<file path="src/rtl/rob_dispatch_alloc.sv">
// ROB tag allocator for the dispatch stage: hands out tags 1..2^ROB_SEL-1 in order,
// tracks free entries against commits, and registers the dispatch strobe and payload.
module rob_dispatch_alloc #(
  parameter int ROB_SEL  = 6,
  parameter int ADDR_LEN = 32,
  parameter int REG_SEL  = 5
) (
  input  logic                clk_i,
  input  logic                reset_i,
  input  logic                inst_valid_i,
  input  logic [ADDR_LEN-1:0] pc_i,
  input  logic [REG_SEL-1:0]  dst_i,
  input  logic                dstvalid_i,
  output logic                ready_o,
  input  logic                comnum_i,
  input  logic                flush_i,
  input  logic [ROB_SEL-1:0]  flush_ptr_i,
  output logic                dp1_o,
  output logic [ROB_SEL-1:0]  dp1_addr_o,
  output logic [ADDR_LEN-1:0] pc_dp1_o,
  output logic [REG_SEL-1:0]  dst_dp1_o,
  output logic                dstvalid_dp1_o,
  output logic [ROB_SEL-1:0]  free_cnt_o
);

  localparam logic [ROB_SEL-1:0] TAG_MAX = '1;
  localparam logic [ROB_SEL-1:0] TAG_ONE = ROB_SEL'(1);

  logic [ROB_SEL-1:0]  r_alloc_ptr;
  logic [ROB_SEL-1:0]  r_free_cnt;
  logic                r_dp1;
  logic [ROB_SEL-1:0]  r_dp1_addr;
  logic [ADDR_LEN-1:0] r_pc;
  logic [REG_SEL-1:0]  r_dst;
  logic                r_dstvalid;

  logic                w_ready;
  logic                w_accept;
  logic                w_free_full;
  logic [ROB_SEL-1:0]  w_alloc_ptr_nxt;
  logic [ROB_SEL-1:0]  w_free_cnt_nxt;

  // A flush squashes this cycle's allocation, so it also withdraws ready.
  assign w_ready     = (r_free_cnt != '0) & ~flush_i;
  assign w_accept    = inst_valid_i & w_ready;
  assign w_free_full = (r_free_cnt == TAG_MAX);

  // NOTE: every always_comb output gets a default first so no path leaves it
  // unassigned; otherwise synthesis infers a latch.
  always_comb begin
    w_alloc_ptr_nxt = r_alloc_ptr;
    w_free_cnt_nxt  = r_free_cnt;
    if (flush_i) begin
      w_alloc_ptr_nxt = (flush_ptr_i == '0) ? TAG_ONE : flush_ptr_i;
      w_free_cnt_nxt  = TAG_MAX;
    end else begin
      if (w_accept) begin
        w_alloc_ptr_nxt = (r_alloc_ptr == TAG_MAX) ? TAG_ONE : r_alloc_ptr + TAG_ONE;
      end
      // A commit against an empty ROB is spurious and must not overflow the count.
      unique case ({w_accept, comnum_i})
        2'b10:   w_free_cnt_nxt = r_free_cnt - TAG_ONE;
        2'b01:   w_free_cnt_nxt = w_free_full ? r_free_cnt : r_free_cnt + TAG_ONE;
        default: w_free_cnt_nxt = r_free_cnt;
      endcase
    end
  end

  // NOTE: state is updated with non-blocking assignments so every register
  // samples pre-edge values regardless of statement order.
  always_ff @(posedge clk_i or negedge reset_i) begin
    if (!reset_i) begin
      r_alloc_ptr <= TAG_ONE;
      r_free_cnt  <= TAG_MAX;
      r_dp1       <= 1'b0;
      r_dp1_addr  <= '0;
      r_pc        <= '0;
      r_dst       <= '0;
      r_dstvalid  <= 1'b0;
    end else begin
      r_alloc_ptr <= w_alloc_ptr_nxt;
      r_free_cnt  <= w_free_cnt_nxt;
      r_dp1       <= w_accept;
      if (w_accept) begin
        r_dp1_addr <= r_alloc_ptr;
        r_pc       <= pc_i;
        r_dst      <= dst_i;
        r_dstvalid <= dstvalid_i;
      end
    end
  end

  assign ready_o        = w_ready;
  assign dp1_o          = r_dp1;
  assign dp1_addr_o     = r_dp1_addr;
  assign pc_dp1_o       = r_pc;
  assign dst_dp1_o      = r_dst;
  assign dstvalid_dp1_o = r_dstvalid;
  assign free_cnt_o     = r_free_cnt;

endmodule

</file>
<file path="config.mk">
export PLATFORM = sky130hd
export DESIGN_NAME = rob_dispatch_alloc
export DESIGN_NICKNAME = d
export VERILOG_FILES = /design/src/rtl/rob_dispatch_alloc.sv
export SDC_FILE = /design/constraint.sdc
export NUM_CORES = 1
export LEC_CHECK = 0
export ABC_AREA = 1
export CAP_MARGIN = 20
export CORE_ASPECT_RATIO = 1.4
export CORE_MARGIN = 2
export CORE_UTILIZATION = 47
export DETAILED_ROUTE_END_ITERATION = 6
export PLACE_DENSITY = 0.86
export SLEW_MARGIN = 20
export SYNTH_ARGS = -nofsm -noshare
export SYNTH_HDL_FRONTEND = slang
export SYNTH_SLANG_ARGS = --single-unit
</file>
<file path="constraint.sdc">
create_clock -name clk_i -period 4 [get_ports clk_i]
set_input_delay 0.8 -clock clk_i [delete_from_list [all_inputs] [get_ports clk_i]]
set_output_delay 0.8 -clock clk_i [all_outputs]
set_load 0.01 [all_outputs]
</file>
### After elaboration in Yosys (flattened, before gate mapping)

Cells that the tools add are included.

* register bits: 57
* bits of input ports: 49
* logic and storage cells: 30

* $add $sub $neg: 3
* equal/unequal tests: 5
* multiplexer cells: 7
* bitwise operators: 3
* reductions and logical operators: 5

Operator list (number)
* 6-bit 2-to-1 mux: 6
* 6-bit by 1-bit adder with 6-bit output (second input constant): 2
* 6-bit == test (second input constant): 2
* 6-bit case mux with 2 select lines: 1
* 6-bit logical NOT: 1
* 6-bit nonzero test: 1
* 6-bit by 1-bit subtractor with 6-bit output (second input constant): 1
* 3-bit inequality test (second input constant): 1
* 3-bit nonzero test: 1
* 1-bit bitwise AND: 2
* 2-bit by 1-bit == test with 1-bit output (second input constant): 1
* 2-bit == test (second input constant): 1
* 2-bit AND reduction: 1
* 2-bit nonzero test: 1
* 1-bit NOT: 1

### Depth between registers and ports, before layout

* depth in word-level cells: 6
* depth in mapped cells: 13

### Least setup slack after synthesis

Ideal clock, no wire load.

* path kind: input to register
* start point: input port flush_i
* end point: register r_free_cnt[5] (netlist: free_cnt_o[5])
* library setup time: 0.067 ns
* data arrival time: 2.371 ns
* data required time: 3.933 ns
* path slack: 1.561 ns
* cell stages on the path: 13
* buffers on the path: 2
* cell sequence: buf_2 -> inv_4 -> nand3_2 -> buf_6 -> nand2_2 -> ha_1 -> nand2_1 -> or2_2 -> nand3b_1 -> nand3_1 -> nand2_1 -> nor2_1 -> nor2_1

* longest elaborated chain between the ends: 6

Ends and longest elaborated chain
* start: declaration: RTL line 16 `input logic flush_i,`
* 1-bit NOT: RTL line 44 `assign w_ready = (r_free_cnt != '0) & ~flush_i;`
* 1-bit bitwise AND: RTL line 44
* 1-bit bitwise AND: RTL line 45 `assign w_accept = inst_valid_i & w_ready;`
* 2-bit by 1-bit == test with 1-bit output or 2-bit == test (tied branches): RTL line 61 `unique case ({w_accept, comnum_i})`
* 6-bit case mux with 2 select lines (tied with other cells): RTL line 61
* 6-bit 2-to-1 mux or 2-bit AND reduction (tied branches)
* end signal: assignment: RTL line 82 `r_free_cnt <= w_free_cnt_nxt;`
* end: declaration: RTL line 30 `logic [ROB_SEL-1:0] r_free_cnt;`

Parallel ways exist; a longest one is shown, timed or not.
A chain may end at the register's enable or synchronous reset.

### Final worst setup path

* start point: input port flush_i
* end point: output port ready_o

* longest elaborated chain between the ends: 2

Ends and longest elaborated chain
* 1-bit NOT: RTL line 44
* 1-bit bitwise AND: RTL line 44
* end: declaration: RTL line 14 `output logic ready_o,`

No other way between the ends.

==> impl_metrics.csv <==
group,metric,value,unit
critical_path,cp-end-kind,"output pin",
run_status,status,"finished, final reports clean",
pwr,design_power_total,1880,uW
critical_path,cp_max_fo,10,
sta,hold_violations,0,
global_routing,grt_util_all_layers,22.0,%
critical_path,rrSetupSlack,1890,ps
clocking,post-cts-setup-buffers,0,
sta,fin_crit,3090,ps
sta,finClkSkew,8.11,ps
sta,finalCritPeriodShare,77.2,%
synthesis,ys.warnings.count,0,
route,drc,0,
clocking,htree_levels,3,
clocking,cts_tree,"yes",
clocking,clk_latency,320,ps
synthesis,syn_inst,299,
synthesis,seq_area_frac_synth,56.2,%
critical_path,crit_chain,"clkdlybuf4s50_1 -> inv_4 -> nand2_1 -> inv_1 -> clkdlybuf4s50_1",
route,detail_route.wirelength,6120,um
sta,setup_viol,0,
route,vias,2280,
clocking,postCtsResizedCells,0,
critical_path,max_stage_delay,640,ps
global_routing,grt_pass1_vias,2244,
critical_path,cp_data_required_time,3200,ps
layout,syn2layout_area_growth,48.4,%
worst_hold_path,hold_end,"pc_dp1_o[4]",
route,drtIter0Drc,125,
critical_path,path_common_cell,"clkdlybuf4s50_1",
floorplan,dieArea,0.00605,mm^2
floorplan,num_rows,31,
floorplan,fp.dieW,66.3,um
layout,instances_no_fill,472,
floorplan,die_y,91.2,um
flow_run,maxCapViolations,0,
sta,slew_headroom,39.1,%
clocking,cts_buffer_depth,2,
critical_path,startpoint_type,"input port",
critical_path,arrival,2290,ps
worst_hold_path,min-delay-start,"pc_dp1_o[4]",
pwr,p_leak,0.00182,uW
placement,routabilityCongestion,0.831,
pwr,powerDensity,497,mW/mm^2
placement,dpl.cell_count,456,
floorplan,core,0.00520,mm^2
layout,fin_nets,456,
sta,fin_tns_setup,0,ps
route,drt-pass1-iter-count,4,
layout,diodes,0,
sta,slew_viol_final,0,
floorplan,io-pin-count,101,
route,via_per_inst,4.83,
placement,io_buffers,100,
clocking,cts_sinks,57,
critical_path,worstRegToRegCells,12,
worst_hold_path,hold_depth,2,
clocking,hold_buffers,0,
synthesis,synth-seq-cells,57,
synthesis,synth.largest_area_cell,"dfrtp_1",
global_routing,gr-total-overflow,0,
clocking,cts_root_buffer,"clkbuf_8",
route,wl_per_cell,13.0,um
worst_hold_path,hold_path.class,"reg2reg",
sta,fmax,0.324,GHz
synthesis,synth_top_cell_area_share,49.0,%
global_routing,grt_pass1_wl,10200,um
clocking,clk_pin_slew,60,ps
sta,rsz0062_at_grt,"false",
synthesis,synth_nets,354,
synthesis,netlist_area,0.00255,mm^2
critical_path,r2r_end,"free_cnt_o[5]",
critical_path,path_class,"in2out",
clocking,cts_buffers,9,
pwr,vdd_drop_max,0.367,mV
critical_path,slowest_stage,"clkdlybuf4s50_1",
floorplan,initial_utilization,49.1,%
sta,worstMarginPinSlew,914,ps
route,drt.antenna.violating_nets,0,
placement,dp_hpwl,4360,um
layout,fillCellCount,405,
layout,drive_gt1_share,7.88,%
global_routing,grt_max_degree,57,
synthesis,avgSynthCellArea,8.54,um^2
synthesis,synthDistinctLibCells,24,
global_routing,antenna_found_initial,0,
critical_path,reg2reg_from,"free_cnt_o[1]",
synthesis,netlist_top_cells_area,"dfrtp_1, nand2_1, dfstp_2",
-- state kept, by name (all words and copies together), names as in the netlist --
signal,cells
r_alloc_ptr,6
dp1_addr_o,6
pc_dp1_o,32
dst_dp1_o,5
dp1_o,1
dstvalid_dp1_o,1
free_cnt_o,6
-- where the power goes --
group | switching, uW | internal (uW) | total [uW]
combinational | 270 | 298 | 568
clock | 210 | 338 | 548
sequential | 76.8 | 690 | 767
-- through the flow --
| step | utilization (%) | worst slack, ps | cell area, um^2 | hold slack [ps] |
|---|---|---|---|---|
| after floorplan | - | 1560 | 2550 | 487 |
| after global placement | 68.9 | 981 | 3580 | 462 |
| after detailed placement | 68.9 | 938 | 3580 | 464 |
| after CTS | 72.9 | 933 | 3790 | 480 |
| after global routing | 72.9 | 870 | 3790 | 496 |
| final | 72.9 | 913 | 3790 | 476 |
-- worst max path at each step --
stage | start | endpoint | slack (ps) | cells past startpoint
4_1_cts | flush_i | ready_o | 930 | 5
2_1_floorplan | flush_i | free_cnt_o[5] | 1560 | 13
3_3_place_gp | flush_i | ready_o | 980 | 5
5_1_grt | flush_i | ready_o | 870 | 5
6_report | flush_i | ready_o | 910 | 5
3_5_place_dp | flush_i | ready_o | 940 | 5
-- metal layers --
metal  track usage, %  vias to the layer above  share of wire (%)
li1                 -                     1147                  -
met1             26.1                     1052                 39
met2             37.0                       73                 53
met3             6.20                        8                6.0
met4             8.16                        0                1.8
met5                0                        -                  0
-- critical path, delay by kind of cell --
family	cells	cell delay, ps
simple gates	1	70
buf+inv	4	1420
-- layout by cell type (no fill, tap or decap) --
master	count
nand2_1	136
clkdlybuf4s50_1	99
dfrtp_1	50
nor2_1	22
nand3_1	13
inv_1	12
clkbuf_8	12
o21ai_1	11
dfstp_2	7
a21oi_1	5
xor2_1	5
ha_1	5
nand2_2	4
o211ai_1	4
o21ai_0	3
inv_4	2
nor3_1	2
o221ai_1	2
clkbuf_1	2
buf_4	2
nand3_2	1
o41ai_1	1
or2_2	1
nand3b_1	1
fa_1	1
bufinv_16	1
clkinv_2	1
buf_2	1
-- cells in the mapped netlist --
cell	instances
xor2_1	5
or2_2	1
buf_6	1
dfrtp_1	50
nand2_2	4
buf_2	8
fa_1	1
ha_1	5
dfstp_2	7
nand3b_1	1
nand3_2	1
nor3_1	2
o41ai_1	1
o21ai_1	11
buf_4	2
o211ai_1	4
o21ai_0	3
inv_1	12
inv_4	2
o221ai_1	2
nor2_1	22
a21oi_1	5
nand2_1	136
nand3_1	13
-- final cells by class --
| type | instances | area, um^2 | share of cell area (%) |
|---|---|---|---|
| inverters | 14 | 57.6 | 1.52 |
| flip-flops and latches | 57 | 1440 | 37.9 |
| well taps | 66 | 82.6 | 2.18 |
| clock buffers | 14 | 173 | 4.56 |
| repair buffers | 102 | 1010 | 26.7 |
| clock inverters | 2 | 35.0 | 0.925 |
| multi-input cells | 217 | 995 | 26.3 |
-- kinds of logic (layout without fill, tap and decap cells) --
logic type	after synthesis	in the layout	share of synthesized area, %
simple gates	180	180	28.1
fa+ha+maj	6	6	3.23
compound gates	26	26	5.93
xor+xnor	5	5	1.71
flops	57	57	56.2
buf+inv	25	132	4.85
No activity file was read; power rests on OpenSTA's default activity.
